[config.mk]
export PLATFORM = sky130hd
export DESIGN_NAME = dnlink_sequencer
export DESIGN_NICKNAME = d
export VERILOG_FILES = /design/src/rtl/dnlink_pkg.sv /design/src/rtl/dnlink_shifter.sv /design/src/rtl/dnlink_sequencer.sv
export SDC_FILE = /design/constraint.sdc
export NUM_CORES = 1
export LEC_CHECK = 0
export ABC_AREA = 1
export BUFFER_PORTS_ARGS = -buffer_cell sky130_fd_sc_hd__buf_2
export CAP_MARGIN = 20
export CORE_MARGIN = 3
export CORE_UTILIZATION = 53
export CTS_CLUSTER_DIAMETER = 150
export DETAILED_ROUTE_END_ITERATION = 12
export MAX_ROUTING_LAYER = met4
export PLACE_DENSITY_LB_ADDON = 0.15
export SYNTH_ARGS = -nofsm -noshare
export SYNTH_HDL_FRONTEND = slang
export SYNTH_HIERARCHICAL = 1
export SYNTH_SLANG_ARGS = --single-unit
[constraint.sdc]
create_clock -name clk -period 1.8 [get_ports clk]
set_input_delay 0.18 -clock clk [delete_from_list [all_inputs] [get_ports clk]]
set_output_delay 0.18 -clock clk [all_outputs]
set_load 0.01 [all_outputs]
[src/rtl/dnlink_pkg.sv]
// dnlink_pkg: sequencer states, frame layout constants and the odd-parity helper
package dnlink_pkg;

    localparam int DL_DATA_BITS  = 15;
    localparam int DL_FRAME_BITS = 1 + 2 * (DL_DATA_BITS + 1);
    localparam int DL_W1_PAR     = 16;
    localparam int DL_W2_FIRST   = 17;
    localparam int DL_W2_PAR     = 32;

    typedef enum logic [1:0] {DL_IDLE, DL_ARMED, DL_SEND, DL_DONE} dl_state_e;

    // Returned bit makes the total count of ones (data plus parity) odd.
    function automatic logic odd_par(input logic [DL_DATA_BITS-1:0] d);
        return ~^d;
    endfunction

endpackage

[src/rtl/dnlink_shifter.sv]
// dnlink_shifter: frame buffer loaded from the holding words, presents the bit at the frame index
// DNLINK_PARITY_EN: bits 16/32 carry generated odd parity; otherwise the latched bit-16 of each word
module dnlink_shifter
    import dnlink_pkg::*;
(
    input  logic                    clk,
    input  logic                    rst_,
    input  logic                    load,
    input  logic [DL_DATA_BITS+1:1] w1,
    input  logic [DL_DATA_BITS+1:1] w2,
    input  logic [5:0]              idx,
    output logic                    bit_out
);

    logic [DL_FRAME_BITS-1:0] frame;
    logic                     p1;
    logic                     p2;

`ifdef DNLINK_PARITY_EN
    assign p1 = odd_par(w1[DL_DATA_BITS:1]);
    assign p2 = odd_par(w2[DL_DATA_BITS:1]);
`else
    assign p1 = w1[DL_DATA_BITS+1];
    assign p2 = w2[DL_DATA_BITS+1];
`endif

    // Capture the whole frame in transmit order (bit 0 at the MSB) when a frame starts.
    always_ff @(posedge clk or negedge rst_) begin
        if (!rst_) frame <= '0;
        else if (load) frame <= {w1[DL_DATA_BITS+1], w1[DL_DATA_BITS:1], p1, w2[DL_DATA_BITS:1], p2};
    end

    assign bit_out = frame[6'(DL_FRAME_BITS - 1) - idx];

endmodule

[src/rtl/dnlink_sequencer.sv]
// dnlink_sequencer: holds the ch34/ch35 downlink words and serialises one 33-bit frame per start strobe
// DNLINK_PARITY_EN selects generated parity in the shifter (see dnlink_shifter)
module dnlink_sequencer
    import dnlink_pkg::*;
#(
    parameter int DATA_BITS  = DL_DATA_BITS,
    parameter int FRAME_BITS = 1 + 2 * (DATA_BITS + 1)
) (
    input  logic                 clk,
    input  logic                 rst_,
    input  logic                 wr_ch34,
    input  logic                 wr_ch35,
    input  logic [DATA_BITS+1:1] chwl,
    input  logic                 dk_start,
    input  logic                 bit_tick,
    output logic                 dk_data,
    output logic                 bsync_,
    output logic                 dk_end,
    output logic                 downrupt,
    output logic                 underrun,
    output logic                 busy,
    output logic [5:0]           dk_ctr
);

    dl_state_e            state;
    dl_state_e            state_nx;
    logic [DATA_BITS+1:1] h34;
    logic [DATA_BITS+1:1] h35;
    logic                 f34;
    logic                 f35;
    logic                 sync_pulse;
    logic                 urun_pulse;
    logic                 start_ok;
    logic                 tick_ok;
    logic                 last;
    logic                 frame_bit;

    assign start_ok = dk_start && (state == DL_IDLE || state == DL_ARMED);
    assign tick_ok  = bit_tick && state == DL_SEND;
    assign last     = dk_ctr == 6'(FRAME_BITS - 1);

    // State register; reset aborts any frame without an end pulse.
    always_ff @(posedge clk or negedge rst_) begin
        if (!rst_) state <= DL_IDLE;
        else state <= state_nx;
    end

    // Next state and the outputs decoded from state and the pulse registers.
    always_comb begin
        state_nx = state;
        state_nx = state == DL_SEND ? (tick_ok && last ? DL_DONE : DL_SEND)
                 : start_ok ? DL_SEND : (f34 && f35) ? DL_ARMED : DL_IDLE;
        busy     = state == DL_SEND;
        dk_end   = state == DL_DONE;
        downrupt = state == DL_DONE;
        dk_data  = state == DL_SEND && frame_bit;
        bsync_   = !sync_pulse;
        underrun = urun_pulse;
    end

    // Holding words with loaded flags, bit counter and the one-cycle sync/underrun pulses.
    always_ff @(posedge clk or negedge rst_) begin
        if (!rst_) begin
            h34        <= '0;
            h35        <= '0;
            f34        <= 1'b0;
            f35        <= 1'b0;
            sync_pulse <= 1'b0;
            urun_pulse <= 1'b0;
            dk_ctr     <= '0;
        end else begin
            if (wr_ch34) h34 <= chwl;
            if (wr_ch35) h35 <= chwl;
            f34        <= wr_ch34 || (f34 && !start_ok);
            f35        <= wr_ch35 || (f35 && !start_ok);
            urun_pulse <= start_ok && !(f34 && f35);
            sync_pulse <= start_ok || (tick_ok && !last);
            dk_ctr     <= (start_ok || (tick_ok && last)) ? '0 : tick_ok ? dk_ctr + 6'd1 : dk_ctr;
        end
    end

    dnlink_shifter u_shifter (
        .clk    (clk),
        .rst_   (rst_),
        .load   (start_ok),
        .w1     (h34),
        .w2     (h35),
        .idx    (dk_ctr),
        .bit_out(frame_bit)
    );

endmodule

==> results_dict.tcl <==
set metrics [dict create \
    nNetsFinal 438 \
    drt_pass1_iterations 4 \
    maxSlewHeadroom_pct 70.2 \
    insertion_delay_ns 0.35 \
    grt_pass1_wl_um 11000 \
    fin_skew_ns 0.00676 \
    seq_area_frac_synth_pct 53.3 \
    layout_commonest_cell "nand2_1" \
    peakVddDrop_v 0.000804 \
    status "finished with violations" \
    wl_um 6260 \
    fp.dieArea_um2 7750 \
    place_hpwl_um 4470 \
    clock-sinks 76 \
    vias_per_cell 5.05 \
    min_period_over_period_pct 117 \
    timing_worst_setup_path_type "register to output pin" \
    hold_violations 0 \
    wl_per_cell_um 12.6 \
    place_congestion 0.921 \
    arrival_ns 1.92 \
    syn_avg_cell_area_um2 9.59 \
    core_um2 6420 \
    seq_power_share_pct 39.7 \
    setup_viol 1 \
    layout-drive-gt1-share_pct 28.2 \
    finalSetupTns_ns -0.298 \
    antenna_found_initial 0 \
    synth_area_leaders "dfrtp_1, mux2_2, nand2_1" \
    std_cell_rows 29 \
    utilization_pct 63.6 \
    io-pin-count 34 \
    power_switching_w 0.00220 \
    start_util_pct 55.6 \
    clkTransAtPathRegs_ns 0.08 \
    violations "setup timing" \
    synth_top_area_share_pct 53.3 \
    worstPathRequired_ns 1.62 \
    power.share.combinational_pct 40.0 \
    fin_ws_ns -0.298 \
    min_path_type "input port to register" \
    yosysUniqueCellTypes 29 \
    grt_max_degree 77 \
    power.density_nw_per_um2 1470 \
    layout_common_cells "nand2_1, dfrtp_1, inv_1" \
    die_h_um 88.1 \
    maxCapViolations 0 \
    cts-root-buf "clkbuf_8" \
    ys_ff_latch 76 \
    grt_setup_unrepaired "yes" \
    p_int_w 0.00379 \
    fin_crit_ns 2.10 \
    tritoncts "built" \
    crit_path_start_kind "register" \
    whs_ns 0.0740 \
    dpl.cell_count 476 \
    max_slew.worst_pin.slew_ns 0.447 \
    synthCells 372 \
    synth_top_cell_by_area "dfrtp_1" \
    h-tree-depth 3 \
    dieWidth_um 88.1 \
    area_growth_syn_to_layout_pct 14.6 \
    final_max_slew_viol_count 0 \
    vias 2498 \
    switching_share_pct 36.8 \
    drc 0 \
    grt_pass1_vias 2466 \
    portBuffers 33 \
    clk_path_buf_depth 2 \
    drt_iter0_markers 135 \
    num_antenna_cells 0 \
    fmax_ghz 0.477 \
    stdcell_count 495 \
    grt-ovfl-total 0 \
    clockPowerShare_pct 20.4 \
    cts_made_buffers 9 \
    syn-cell-area_um2 3570 \
    ant_nets 0 \
    synth_fp_nets 397 \
    critPathMaxFanout 9 \
    track_usage_pct 19.1 \
    leakage_nw 2.02 \
    ys_warn_count 6 \
    finalPower_w 0.00599 \
    end_kind "output pin" \
]
through the flow:
step	setup slack, ns	area [um^2]
after floorplan	-0.104	3610
after global placement	0.0565	3850
after detailed placement	0.00861	3850
after CTS	-0.314	4090
after global routing	-0.509	4090
final	-0.298	4090
synthesized netlist by cell type (all sizes together):
cell     n
nor2    12
xor2     4
o211ai   1
nor3     1
nand3   36
ha       3
o21bai   2
buf      9
inv     59
o21ai   32
xnor2    2
o31ai    1
nand4    5
a21oi    1
mux2    34
dfrtp   76
nand2   86
o22ai    1
clkbuf   7
repair_timing:
item                                    CTS  global route
endpoints found under the setup margin    1             1
hold endpoints to repair                 76             0
setup buffers                             2             0
hold buffers                              1             0
pin swaps                                 2             4
resized for setup                         5             2
kinds of logic (layout without fill, tap and decap cells):
kind of cell / Yosys count / after routing / share of synthesized area, %
and+or+nand+nor: 140 / 140 / 17.8
DFF: 76 / 76 / 53.3
buffers and inverters: 75 / 121 / 9.43
AOI/OAI and AO/OA: 38 / 38 / 5.79
muxes: 34 / 34 / 10.7
xor gates and xnor gates: 6 / 6 / 1.89
adders and majority gates: 3 / 3 / 1.05
per-layer routing:
metal	vias up	GRT usage [%]	wire, um	part of all wire (%)
met5	-	-	0	0
met4	0	7.01	87	1.4
met3	8	4.52	216	3.4
met2	32	30.4	2950	47
met1	1194	23.9	3010	48
li1	1264	-	-	-
registers in the layout, indices dropped and copies added, names as in the netlist:
register and cells:
f35 1, dk_ctr 6, h34 16, state 2
u_shifter/frame 32, h35 16, underrun 1, sync_pulse 1
f34 1
power by group through the flow:
stage                     registers [W]  logic, W  clock network [W]
after floorplan                 0.00239   0.00182                  0
after global placement          0.00240   0.00228                  0
after detailed placement        0.00242   0.00232                  0
after CTS                       0.00238   0.00243            0.00127
after global routing            0.00244   0.00277            0.00134
final                           0.00238   0.00240            0.00122
area by class of cell:
type / count / area [um^2]
clock buffer: 11 / 131
clock inverter: 5 / 52.6
fill: 546 / 2330
inverter: 59 / 239
multi-input combinational: 221 / 1390
sequential: 76 / 1900
tap: 77 / 96.3
timing repair buffer: 46 / 278
path summary, 6_finish.rpt:
path,from,endpoint,slack (ns),depth (start not counted)
worst min register to register,f34,underrun,0.45,1
min in group asynchronous,rst_,h34[4],0.41,3
worst max-delay path,dk_ctr[0],dk_data,-0.30,11
worst max register to register,dk_ctr[0],dk_ctr[0],0.37,10
worst min-delay path,chwl[14],h35[14],0.07,2
max in group asynchronous,rst_,u_shifter/frame[12],1.09,3
critical path, stage by stage (launching register included):
cell and delay [ns]:
dfrtp_2 0.40, clkinv_4 0.07, ha_4 0.34, nand3_1 0.11
nand3_1 0.09, nand3_1 0.08, nand3_1 0.08, nand3_1 0.07
nand2_1 0.09, inv_2 0.04, nor2_2 0.06, buf_2 0.13
Power figures use the tool's default switching activity.
